--- src/rtl/key_hold_repeat.sv ---
// key_hold_repeat: turns debounced key press/release flags into adjust steps
// with auto-repeat, acceleration and short/long press classification.
module key_hold_repeat #(
  parameter int LONG_CNT = 50_000_000,
  parameter int REP_CNT  = 10_000_000,
  parameter int ACCEL_N  = 5,
  parameter int CW       = 30
) (
  input  logic       Clk,
  input  logic       Reset_n,
  input  logic       Key_P_flag,
  input  logic       Key_R_flag,
  output logic       Step,
  output logic       Long_P_flag,
  output logic       Short_R_flag,
  output logic       Long_R_flag,
  output logic       Holding,
  output logic [7:0] Rep_num
);
  typedef enum logic [1:0] {IDLE, PRESS, REPEAT} state_t;
  localparam int HALF = (REP_CNT / 2 > 1) ? REP_CNT / 2 : 1;
  localparam logic [CW-1:0] LONG_END = CW'(LONG_CNT - 1);
  localparam logic [CW-1:0] SLOW_END = CW'(REP_CNT - 1);
  localparam logic [CW-1:0] FAST_END = CW'(HALF - 1);
  state_t state_q, state_d;
  logic [CW-1:0] cnt_q, cnt_d;
  logic [7:0] rep_q, rep_d;
  logic step_q, step_d, lp_q, lp_d, sr_q, sr_d, lr_q, lr_d;
  logic [CW-1:0] rep_end;
  assign rep_end = (int'(rep_q) < ACCEL_N) ? SLOW_END : FAST_END;
  // A press always restarts the hold; a release in the same cycle is dropped.
  always_comb begin
    state_d = state_q;
    cnt_d   = cnt_q + 1'b1;
    rep_d   = rep_q;
    step_d  = 1'b0;
    lp_d    = 1'b0;
    sr_d    = 1'b0;
    lr_d    = 1'b0;
    if (Key_P_flag) begin
      state_d = PRESS;
      cnt_d   = '0;
      rep_d   = '0;
      step_d  = 1'b1;
    end else if (state_q == IDLE) begin
      cnt_d = '0;
    end else if (Key_R_flag) begin
      state_d = IDLE;
      cnt_d   = '0;
      sr_d    = state_q == PRESS;
      lr_d    = state_q == REPEAT;
    end else if (state_q == PRESS && cnt_q == LONG_END) begin
      state_d = REPEAT;
      cnt_d   = '0;
      rep_d   = 8'd1;
      step_d  = 1'b1;
      lp_d    = 1'b1;
    end else if (state_q == REPEAT && cnt_q == rep_end) begin
      cnt_d  = '0;
      rep_d  = rep_q + {7'd0, rep_q != 8'hFF};
      step_d = 1'b1;
    end
  end
  always_ff @(posedge Clk or posedge Reset_n) begin
    if (Reset_n) begin
      state_q <= IDLE;
      cnt_q   <= '0;
      rep_q   <= '0;
      step_q  <= 1'b0;
      lp_q    <= 1'b0;
      sr_q    <= 1'b0;
      lr_q    <= 1'b0;
    end else begin
      state_q <= state_d;
      cnt_q   <= cnt_d;
      rep_q   <= rep_d;
      step_q  <= step_d;
      lp_q    <= lp_d;
      sr_q    <= sr_d;
      lr_q    <= lr_d;
    end
  end
  assign Step         = step_q;
  assign Long_P_flag  = lp_q;
  assign Short_R_flag = sr_q;
  assign Long_R_flag  = lr_q;
  assign Holding      = state_q == REPEAT;
  assign Rep_num      = rep_q;
endmodule

--- config.mk ---
export PLATFORM = sky130hd
export DESIGN_NAME = key_hold_repeat
export DESIGN_NICKNAME = d
export VERILOG_FILES = /design/src/rtl/key_hold_repeat.sv
export SDC_FILE = /design/constraint.sdc
export NUM_CORES = 1
export LEC_CHECK = 0
export BUFFER_PORTS_ARGS = -buffer_cell sky130_fd_sc_hd__buf_2
export CORE_MARGIN = 2
export CORE_UTILIZATION = 49
export DETAILED_ROUTE_END_ITERATION = 8
export PLACE_DENSITY = 0.72
export SKIP_CTS_REPAIR_TIMING = 1
export SLEW_MARGIN = 20
export SYNTH_ARGS = -nofsm -noshare
export SYNTH_HDL_FRONTEND = slang
export SYNTH_SLANG_ARGS = --single-unit
export TNS_END_PERCENT = 100
--- constraint.sdc ---
create_clock -name Clk -period 5.8 [get_ports Clk]
set_clock_uncertainty 0.05 [all_clocks]
set_input_delay 1.16 -clock Clk [delete_from_list [all_inputs] [get_ports Clk]]
set_output_delay 1.16 -clock Clk [all_outputs]
set_load 0.03 [all_outputs]
==> results.md, run 1 <==
* Status: finished, final reports clean
* Sw Ratio at 21.5%
* Setup TNS at 0 ns
* #FFs+latches synth at 44
* RR Startpoint: cnt_q[18]$_DFF_PP0_
* Sw power at 0.124 mW
* Crit path time final at 2.41 ns
* Mapped Cells at 246
* Placed cell count at 312
* Reg-to-reg slack, setup at 3.39 ns
* Worst Hold Depth at 1
* DPL Wire Length at 3.21 mm
* Fin crit share at 41.5%
* RR Endpoint: cnt_q[11]$_DFF_PP0_
* Main synth FF type: dfrtp_1
* Tot Pwr at 0.577 mW
* Clock transition at path regs at 0.09 ns
* Core area at 0.00466 mm2
* DRT Wirelength at 4.63 mm
* Die H at 73.1 um
* TritonCTS clock tree: done
* Synth-to-layout area growth at 10.5%
* HP Class: reg2reg
* Synth area leaders: dfrtp_1 47%, xor2_1 7.1%, nor2_1 7.1%
* Combinational power share at 3.2%
* DR iter-0 viols at 131
* Design area at 0.00259 mm2
* Largest net degree at the start of global routing at 45
* Clock Power Share at 43.1%
* Average wire per standard cell at 14.5 um
* Number of cells on the worst reg-to-reg path at 6
* Global routing usage on met3 at 4.70%
* Synth area leader: dfrtp_1
* Layout cells sized above 1 at 12.8%
* Total gr overflow at 0
* P_int at 0.453 mW
* Syn Std Cell Area at 0.00234 mm2
* CP startpoint kind: flop
* Placement Cell Area at 0.00247 mm2
* Max_cap viols at 0
* Routability cong. at 0.801
* Arr. time, crit path at 2.52 ns
* Post-DRT Antenna Nets at 0
* Final hold vios at 0
* Critical Path End: cnt_q[11]$_DFF_PP0_
* Row count at 25
* Post-synthesis average cell area at 9.52 um2
* RSZ-0062 raised after global routing: no
* Vias at 1,796
* Pwr dens at 223 mW/mm2
* Yosys warnings at 0
* N_diodes at 0
* Post-DR vias/cell at 5.61
* Worst slew pin tran at 0.616 ns
* Post-synth top area share at 47.0%
* Maximum clock path buffer count at 2
* Final slew viol count at 0
* Total CTS buffers at 5
* Synth Net Count at 253
* H-tree depth at 2
* Detailed Routing Iterations Pass 1 at 4
* Ys async rst share at 100%
* Clock net sink count at 44
* Port bufs at 16
* Synth cell types at 41
* DRC Markers at 0
* Required time worst endpoint at 5.91 ns
* Seq pwr share at 53.6%
* Met2 usage at 28.0%
* Grt met1 use at 27.0%
* Root Buffer: clkbuf_8
* Crit-path max FO at 30
* Initial antenna violation count at 0
* Final cell count without fillers at 320
* Total leakage power at 1.14 nW
* Vias in the first global route at 1,644
* Total die area at 0.00535 mm2
* Global-route wire length before repair at 7.88 mm
* All-Layer GR Usage at 19.0%
* Layout Nets at 272
* Post-synth EDFFs at 0
* Worst vdd ir at 0.138 mV
* Worst setup EP type: flop
* First element of the critical path: cnt_q[18]$_DFF_PP0_
* Peak Freq at 0.415 GHz
* Final setup vio count at 0
* Slew headroom at 58.7%
* Crit path kind: reg2reg
* Initial Util at 50.3%
* IO Count at 17
* GR peak layer: met2
* Seq/Total Area, Yosys at 47.0%
* Worst-case hold slack at 0.472 ns
* Die Width at 73.1 um
* Worst-Skew Late Latency at 0.30 ns
[cell type report]
| cell class | instances | area [um2] |
|---|---|---|
| Clock buffer | 6 | 82.6 |
| Clock inverter | 2 | 38.8 |
| Fill cell | 419 | 2070 |
| Inverter | 10 | 37.5 |
| Multi-Input combinational cell | 187 | 1170 |
| Sequential cell | 44 | 1100 |
| Tap cell | 54 | 67.6 |
| Timing Repair Buffer | 17 | 87.6 |
[sequential cells by signal (all words and copies together), names as in the netlist]
signal / flops
cnt_q: 30
Rep_num: 8
state_q: 2
Long_P_flag: 1
Long_R_flag: 1
Short_R_flag: 1
Step: 1
[metrics by stage]
stage | worst slack [ns] | utilization [%]
final | 3.39 | 55.5
after global routing | 3.21 | 55.5
after CTS | 3.35 | 55.5
after detailed placement | 3.15 | 52.9
after global placement | 3.17 | 52.9
after floorplan | 3.52 | -
[cells in the mapped netlist (2+ instances only)]
| cell type | instances |
|---|---|
| a211o_1 | 2 |
| a21o_1 | 4 |
| a21oi_1 | 5 |
| and2_1 | 3 |
| and3_1 | 6 |
| and4_1 | 4 |
| buf_4 | 3 |
| clkbuf_1 | 2 |
| dfrtp_1 | 44 |
| ha_1 | 3 |
| inv_1 | 10 |
| nand2_1 | 14 |
| nand2b_1 | 7 |
| nand3_1 | 16 |
| nand4_1 | 11 |
| nor2_1 | 44 |
| nor3_1 | 8 |
| nor4_1 | 5 |
| o21ai_0 | 4 |
| or2_2 | 2 |
| or3_1 | 3 |
| xnor2_1 | 9 |
| xor2_1 | 19 |
[worst max-delay path, cell delays in order, from the launching register on]
cell and delay, ns:
dfrtp_1 0.45, nor4b_4 0.33, or3b_1 0.38, mux2_4 0.28, o21bai_4 0.14, or2_2 0.50, nor2_1 0.13
[kinds of logic (layout without fill, tap and decap cells)]
family,after synthesis,after routing,share of synthesized area (%)
AO/OA/AOI/OAI,21,21,6.46
XOR/XNOR,28,28,10.5
adder cells (fa/ha/maj),3,3,1.60
buffers and inverters,15,35,2.88
flip-flops,44,44,47.0
multiplexers,2,2,1.07
AND/OR/NAND/NOR,133,133,30.5
[power by group through the flow]
stage	Clock [mW]	Combinational [mW]	Sequential, mW
2_1_floorplan	0	0.0125	0.317
3_3_place_gp	0	0.0193	0.316
3_5_place_dp	0	0.0194	0.316
4_1_cts	0.256	0.0194	0.309
5_1_grt	0.266	0.0215	0.310
6_report	0.249	0.0185	0.309
[placed cells by master, fill, tap and decap left out, drive strengths merged, types with 2 or more instances in the layout]
master | synthesis | layout
a211o | 2 | 2
a21o | 4 | 4
a21oi | 6 | 6
and2 | 4 | 4
and3 | 6 | 6
and4 | 4 | 4
buf | 3 | 17
clkbuf | 2 | 6
clkinv | 0 | 2
dfrtp | 44 | 44
ha | 3 | 3
inv | 10 | 9
nand2 | 14 | 14
nand2b | 7 | 7
nand3 | 16 | 16
nand4 | 11 | 11
nor2 | 44 | 44
nor3 | 9 | 9
nor4 | 6 | 6
nor4b | 2 | 2
o21ai | 4 | 4
or2 | 2 | 2
or3 | 3 | 3
xnor2 | 9 | 9
xor2 | 19 | 19
[per-layer routing]
layer  part of all wire, %  vias to the layer above
li1                      -                      886
met1                    48                      873
met2                    47                       33
met3                   3.7                        4
met4                  0.91                        0
met5                     0                        -
[worst min path at each step]
stage	slack, ns	to	start
5_1_grt	0.52	cnt_q[0]$_DFF_PP0_	cnt_q[0]$_DFF_PP0_
3_3_place_gp	0.45	cnt_q[0]$_DFF_PP0_	cnt_q[0]$_DFF_PP0_
6_report	0.47	cnt_q[0]$_DFF_PP0_	cnt_q[0]$_DFF_PP0_
2_1_floorplan	0.42	cnt_q[0]$_DFF_PP0_	cnt_q[0]$_DFF_PP0_
4_1_cts	0.47	cnt_q[0]$_DFF_PP0_	cnt_q[0]$_DFF_PP0_
3_5_place_dp	0.46	cnt_q[0]$_DFF_PP0_	cnt_q[0]$_DFF_PP0_
Note: power is estimated with default switching activity, not from simulation.
==> inputs of run 2 (changes only) <==
--- a/config.mk
+++ b/config.mk
@@ -5,11 +5,12 @@
 export SDC_FILE = /design/constraint.sdc
 export NUM_CORES = 1
 export LEC_CHECK = 0
+export ABC_AREA = 1
 export BUFFER_PORTS_ARGS = -buffer_cell sky130_fd_sc_hd__buf_2
 export CORE_MARGIN = 2
 export CORE_UTILIZATION = 49
 export DETAILED_ROUTE_END_ITERATION = 8
-export PLACE_DENSITY = 0.72
+export PLACE_DENSITY = 0.71
 export SKIP_CTS_REPAIR_TIMING = 1
 export SLEW_MARGIN = 20
 export SYNTH_ARGS = -nofsm -noshare
==> constraint.sdc (replaced) <==
create_clock -name Clk -period 2.45 [get_ports Clk]
set_clock_uncertainty 0.05 [all_clocks]
set_input_delay 0.49 -clock Clk [delete_from_list [all_inputs] [get_ports Clk]]
set_output_delay 0.49 -clock Clk [all_outputs]
set_load 0.03 [all_outputs]
==> results.md, run 2 <==
* Maximum clock path buffer count at 2 (unchanged)
* Total leakage power at 1.41 nW (+23%)
* Total gr overflow at 0 (unchanged)
* Final setup vio count at 0 (unchanged)
* Status: finished, final reports clean
* HP Class: in2async
* Commonest non-fill, non-tap cell in the layout: nor2_1
* Worst vdd ir at 0.303 mV (+120%)
* Largest net degree at the start of global routing at 45 (unchanged)
* Routability cong. at 0.909 (+13%)
* Post-DR vias/cell at 5.22 (-7.0%)
* Total CTS buffers at 5 (unchanged)
* Post-Place Setup Slack at 0.406 ns (-2.75 ns)
* Placed cell count at 493 (+58%)
* Yosys warnings at 0 (unchanged)
* Finished Core Util at 55.9% (+0.40 points)
* DRT Wirelength at 6.83 mm (+48%)
* Design area at 0.00310 mm2 (+20%)
* Die Width at 79.9 um (+9.3%)
* Slew headroom at 74.0% (+15 points)
* Crit path time final at 2.05 ns (-0.354 ns)
* Synth Net Count at 414 (+64%)
* Clock Power Share at 38.1% (-5.0 points)
* DRC Markers at 0 (unchanged)
* Crit-path max FO at 17 (-43%)
* Most flop-heavy register: cnt_q
* Layout cells sized above 1 at 11.0% (-1.8 points)
* Worst-Skew Late Latency at 0.30 ns (about the same)
* Initial Util at 51.0% (+0.74 points)
* Syn Std Cell Area at 0.00283 mm2 (+21%)
* Port bufs at 16 (unchanged)
* Synth area leader: dfrtp_1
* Post-synthesis average cell area at 6.94 um2 (-27%)
* Die H at 79.9 um (+9.3%)
* Vias at 2,611 (+45%)
* IO Count at 17 (unchanged)
* DPL Wire Length at 5.31 mm (+66%)
* Detailed Routing Iterations Pass 1 at 4 (unchanged)
* All-Layer GR Usage at 24.5% (+5.5 points)
* Clock net sink count at 44 (unchanged)
* Most frequent cells in the layout: 98 x nor2_1, 91 x nand2_1, 44 x dfrtp_1
* Required time worst endpoint at 2.58 ns (-3.33 ns)
* P_int at 0.996 mW (+120%)
* Average wire per standard cell at 13.7 um (-5.5%)
* Mapped Cells at 407 (+65%)
* Root Buffer: clkbuf_8
* Final cell count without fillers at 500 (+56%)
* #FFs+latches synth at 44 (unchanged)
* Layout Nets at 435 (+60%)
* Sw power at 0.278 mW (+120%)
* H-tree depth at 2 (unchanged)
* Setup TNS at 0 ns (unchanged)
* N_diodes at 0 (unchanged)
* CP cell instances: ha_1 > nand3_4 > inv_2 > nand2_1 > nor2_1 > nand3_2 > nand3_2 > buf_12 > nor3_1
* Core area at 0.00554 mm2 (+19%)
* RSZ-0062 raised after global routing: no
* Worst setup margin at 0.397 ns (-3.00 ns)
* Final hold vios at 0 (unchanged)
* Post-synth top area share at 39.0% (-8.0 points)
* Fin crit share at 83.8% (+42 points)
* Post-synth EDFFs at 0 (unchanged)
* Slowest-stage cell, CP: dfrtp_1
* Post-synth top cells: 98 x nor2_1, 91 x nand2_1, 44 x dfrtp_1, 44 x inv_1, 36 x nand3_1
* TritonCTS clock tree: done
* Arr. time, crit path at 2.18 ns (-0.34 ns)
* Initial antenna violation count at 0 (unchanged)
* Seq pwr share at 57.5% (+3.9 points)
* Post-DRT Antenna Nets at 0 (unchanged)
* Sw Ratio at 21.8% (+0.28 points)
* Filler cell count at 540 (+29%)
* DR iter-0 viols at 192 (+47%)
* Combinational power share at 4.4% (+1.2 points)
* Max_cap viols at 0 (unchanged)
* Synth cell types at 29 (-29%)
* Max FFs per register at 30 (unchanged)
* Placement Cell Area at 0.00300 mm2 (+22%)
* Peak Freq at 0.487 GHz (+17%)
* Pwr dens at 411 mW/mm2 (+84%)
* CP startpoint kind: flop
* Vias in the first global route at 2,498 (+52%)
* Final slew viol count at 0 (unchanged)
* Main synth FF type: dfrtp_1
* Row count at 27 (+8.0%)
* Ys async rst share at 100% (unchanged)
* Crit-path most repeated cell: nand3_2
* Number of cells on the worst reg-to-reg path at 9 (+3)
* Clock transition at path regs at 0.08 ns (about the same)
* Crit path largest cell delay at 0.42 ns (-0.08 ns)
* Synth area leaders: dfrtp_1 39%, nor2_1 13%, nand2_1 12%
* Count leader, synth: nor2_1
* Worst setup EP type: flop
* Global-route wire length before repair at 12.1 mm (+54%)
* Synth-to-layout area growth at 9.70%
* Seq/Total Area, Yosys at 39.0% (-8.0 points)
* Total die area at 0.00639 mm2 (+19%)
* Worst slew pin tran at 0.387 ns (-0.230 ns)
* Crit path kind: reg2reg
## run 2: changes by cell type after synthesis, moves of 7 or more
cell,change
nand2_1,+77
nand3_1,+20
xnor2_1,-7
inv_1,+34
nor3_1,+11
nor2_1,+54
nand2b_1,-7
## run 2: area by class of cell
| cell class | count | area, um2 | share of cell area, % |
|---|---|---|---|
| clock buffers | 7 | 96.3 | 3.11 |
| inverters | 46 | 173 | 5.57 |
| multi-input cells | 311 | 1500 | 48.5 |
| flip-flops and latches | 44 | 1100 | 35.5 |
| well taps | 72 | 90.1 | 2.91 |
| repair buffers | 20 | 135 | 4.36 |
## run 2: per-stage QoR
step                hold WS, ns  power, mW
global route              0.195       1.33
global placement          0.427      0.804
detailed placement        0.441      0.804
floorplan                 0.404      0.786
CTS                       0.165       1.29
finish                    0.156       1.27
## run 2: per-layer routing
| metal | up-vias | routed length [um] | track usage [%] | part of all wire (%) |
|---|---|---|---|---|
| li1 | 1327 | - | - | - |
| met1 | 1196 | 3210 | 35.1 | 47 |
| met2 | 81 | 3130 | 38.7 | 46 |
| met3 | 7 | 414 | 3.39 | 6.1 |
| met4 | 0 | 81 | 6.61 | 1.2 |
| met5 | - | 0 | 0 | 0 |
## run 2: critical path: cells and delay by family (launching register included)
family,cells,cell delay [ns]
buffers and inverters,2,0.27
adders and majority gates,1,0.26
and+or+nand+nor,6,0.93
DFF,1,0.42
## run 2: path summary, 6_finish.rpt
| kind | from | endpoint | slack (ns) |
|---|---|---|---|
| max | cnt_q[0]$_DFF_PP0_ | cnt_q[6]$_DFF_PP0_ | 0.40 |
| min | Reset_n | cnt_q[29]$_DFF_PP0_ | 0.16 |
| max reg2reg | cnt_q[0]$_DFF_PP0_ | cnt_q[6]$_DFF_PP0_ | 0.40 |
| min reg2reg | state_q[1]$_DFFE_PP0P_ | Short_R_flag$_DFF_PP0_ | 0.46 |
| max in group asynchronous | Reset_n | cnt_q[19]$_DFF_PP0_ | 1.98 |
| min in group Clk | Key_R_flag | Long_R_flag$_DFF_PP0_ | 0.42 |
## run 2: cell families after synthesis
logic type	Yosys count	share of synthesized area (%)
flip-flops	44	39.0
AO/OA/AOI/OAI	16	2.97
adder cells (fa/ha/maj)	3	1.33
AND/OR/NAND/NOR	274	43.4
XOR/XNOR	18	5.58
buffers and inverters	52	7.79
## run 2: power by group through the flow
stage / sequential, mW / combinational, mW / clock [mW]
6_report: 0.732 / 0.0564 / 0.485
2_1_floorplan: 0.750 / 0.0361 / 0
4_1_cts: 0.732 / 0.0582 / 0.503
5_1_grt: 0.733 / 0.0652 / 0.532
3_5_place_dp: 0.747 / 0.0579 / 0
3_3_place_gp: 0.746 / 0.0573 / 0
==> inputs of run 3 (changes only) <==
--- a/config.mk
+++ b/config.mk
@@ -10,7 +10,7 @@
 export CORE_MARGIN = 2
 export CORE_UTILIZATION = 49
 export DETAILED_ROUTE_END_ITERATION = 8
-export PLACE_DENSITY = 0.71
+export PLACE_DENSITY = 0.74
 export SKIP_CTS_REPAIR_TIMING = 1
 export SLEW_MARGIN = 20
 export SYNTH_ARGS = -nofsm -noshare
==> constraint.sdc (replaced) <==
create_clock -name Clk -period 1.75 [get_ports Clk]
set_clock_uncertainty 0.05 [all_clocks]
set_input_delay 0.35 -clock Clk [delete_from_list [all_inputs] [get_ports Clk]]
set_output_delay 0.35 -clock Clk [all_outputs]
set_load 0.03 [all_outputs]
==> results.md, run 3 (same netlist as run 2, synthesis figures left out) <==
* Status: complete, but fails checks
* Failing checks: negative setup slack
* Clock net sink count at 44 (unchanged)
* Max FFs per register at 30 (unchanged)
* Total CTS buffers at 5 (unchanged)
* Vias at 2,974 (+14%)
* Setup TNS at -0.362 ns (-0.362 ns)
* Total die area at 0.00639 mm2 (unchanged)
* DRT Wirelength at 8.39 mm (+23%)
* Initial Util at 51.0% (unchanged)
* CP startpoint kind: flop
* N_diodes at 0 (unchanged)
* Total gr overflow at 0 (unchanged)
* CP Buf/Inv Count at 1 (-1)
* Port bufs at 16 (unchanged)
* CP cell instances: buf_4 > nand2_1 > nor3_2 > nand2_2 > nor2_4 > nand2_2 > o21ai_1 > o21ai_0 > nor2_2
* Global-route wire length before repair at 12.7 mm (+4.7%)
* Clock transition at path regs at 0.09 ns (about the same)
* Worst slew pin tran at 0.444 ns (+0.0573 ns)
* Final setup vio count at 21 (+21)
* Layout cells sized above 1 at 30.0% (+19 points)
* Average wire per standard cell at 15.5 um (+13%)
* Post-Place Setup Slack at -0.0216 ns (-0.428 ns)
* IO Count at 17 (unchanged)
* Total leakage power at 1.62 nW (+15%)
* TritonCTS clock tree: done
* Arr. time, crit path at 1.99 ns (-0.19 ns)
* Largest net degree at the start of global routing at 28 (-38%)
* Worst-Skew Late Latency at 0.29 ns (about the same)
* Finished Core Util at 66.8% (+11 points)
* Crit-path most repeated cell: nand2_2
* Commonest non-fill, non-tap cell in the layout: nand2_1
* Crit path largest cell delay at 0.44 ns (+0.02 ns)
* Required time worst endpoint at 1.93 ns (-0.65 ns)
* Final slew viol count at 0 (unchanged)
* Vias in the first global route at 2,718 (+8.8%)
* Detailed Routing Iterations Pass 1 at 7 (+3)
* Crit path time final at 1.81 ns (-0.243 ns)
* DR iter-0 viols at 272 (+42%)
* Routability cong. at 0.988 (+8.7%)
* Die H at 79.9 um (unchanged)
* Max_cap viols at 0 (unchanged)
* H-tree depth at 2 (unchanged)
* Maximum clock path buffer count at 2 (unchanged)
* Post-DRT Antenna Nets at 0 (unchanged)
* Crit-path leading delay family: simple AND/OR/NAND/NOR gates
* HP Class: in2async
* Slew headroom at 70.2% (-3.8 points)
* Synth-to-layout area growth at 31.1%
* Tot Pwr at 1.81 mW (+42%)
* Fin crit share at 103% (+20 points)
* Initial antenna violation count at 0 (unchanged)
* Slowest-stage cell, CP: dfrtp_1
* All-Layer GR Usage at 25.2% (+0.72 points)
* Row count at 27 (unchanged)
* DRC Markers at 0 (unchanged)
* Crit path kind: reg2reg
* Post-DR vias/cell at 5.49 (+5.1%)
* Worst setup EP type: flop
* Most frequent cells in the layout: 85 x nand2_1, 81 x nor2_1, 40 x inv_1
* DPL Wire Length at 5.82 mm (+9.4%)
* Final hold vios at 0 (unchanged)
* Most flop-heavy register: cnt_q
* Peak Freq at 0.553 GHz (+13%)
* Worst vdd ir at 0.615 mV (+100%)
* Die Width at 79.9 um (unchanged)
* Pwr dens at 487 mW/mm2 (+19%)
* Worst setup margin at -0.0597 ns (-0.457 ns)
* RSZ-0062 raised after global routing: yes
* Layout Nets at 476 (+9.4%)
* Crit-path max FO at 4 (-13)
* Root Buffer: clkbuf_8
* Core area at 0.00554 mm2 (unchanged)
[run 3: path summary, 6_finish.rpt]
check,startpoint,slack [ns],end,cells after the start
max,cnt_q[7]$_DFF_PP0_,-0.06,cnt_q[16]$_DFF_PP0_,9
min,Reset_n,0.005,cnt_q[26]$_DFF_PP0_,2
max reg2reg,cnt_q[7]$_DFF_PP0_,-0.06,cnt_q[16]$_DFF_PP0_,9
min reg2reg,state_q[1]$_DFFE_PP0P_,0.44,Short_R_flag$_DFF_PP0_,1
max in group asynchronous,Reset_n,1.15,cnt_q[18]$_DFF_PP0_,3
min in group Clk,Key_R_flag,0.30,Long_R_flag$_DFF_PP0_,3
[run 3: cell type report]
| cell class | instances | area, um2 |
|---|---|---|
| Clock buffer | 8 | 90.1 |
| Fill cell | 451 | 1840 |
| Inverter | 46 | 175 |
| Multi-Input combinational cell | 312 | 1760 |
| Sequential cell | 44 | 1110 |
| Tap cell | 72 | 90.1 |
| Timing Repair Buffer | 60 | 482 |
[run 3: worst register-to-register path, delay by kind of cell, from the launching register on]
kind,cells,cell delay (ns)
buf+inv,1,0.17
simple gates,6,0.83
compound gates,2,0.25
flops,1,0.44
[run 3: through the flow]
stage / hold slack, ns / cell area [um2] / std cells
after floorplan: 0.404 / 2870 / 407
after global placement: 0.313 / 3280 / 525
after detailed placement: 0.318 / 3280 / 525
after CTS: 0.00434 / 3370 / 533
after global routing: 0.0203 / 3700 / 542
final: 0.00453 / 3700 / 542
[run 3: power by group]
group          switching, mW  internal (mW)  leakage, nW
combinational         0.0764         0.0422        0.975
clock                  0.340          0.323       0.0455
sequential           0.00342           1.02        0.595
[run 3: metal layers]
| layer | track usage [%] | vias up | part of all wire (%) |
|---|---|---|---|
| met3 | 4.64 | 22 | 6.2 |
| met4 | 6.61 | 0 | 2.4 |
| met1 | 33.9 | 1398 | 42 |
| met5 | 0 | - | 0 |
| li1 | - | 1416 | - |
| met2 | 41.6 | 138 | 49 |
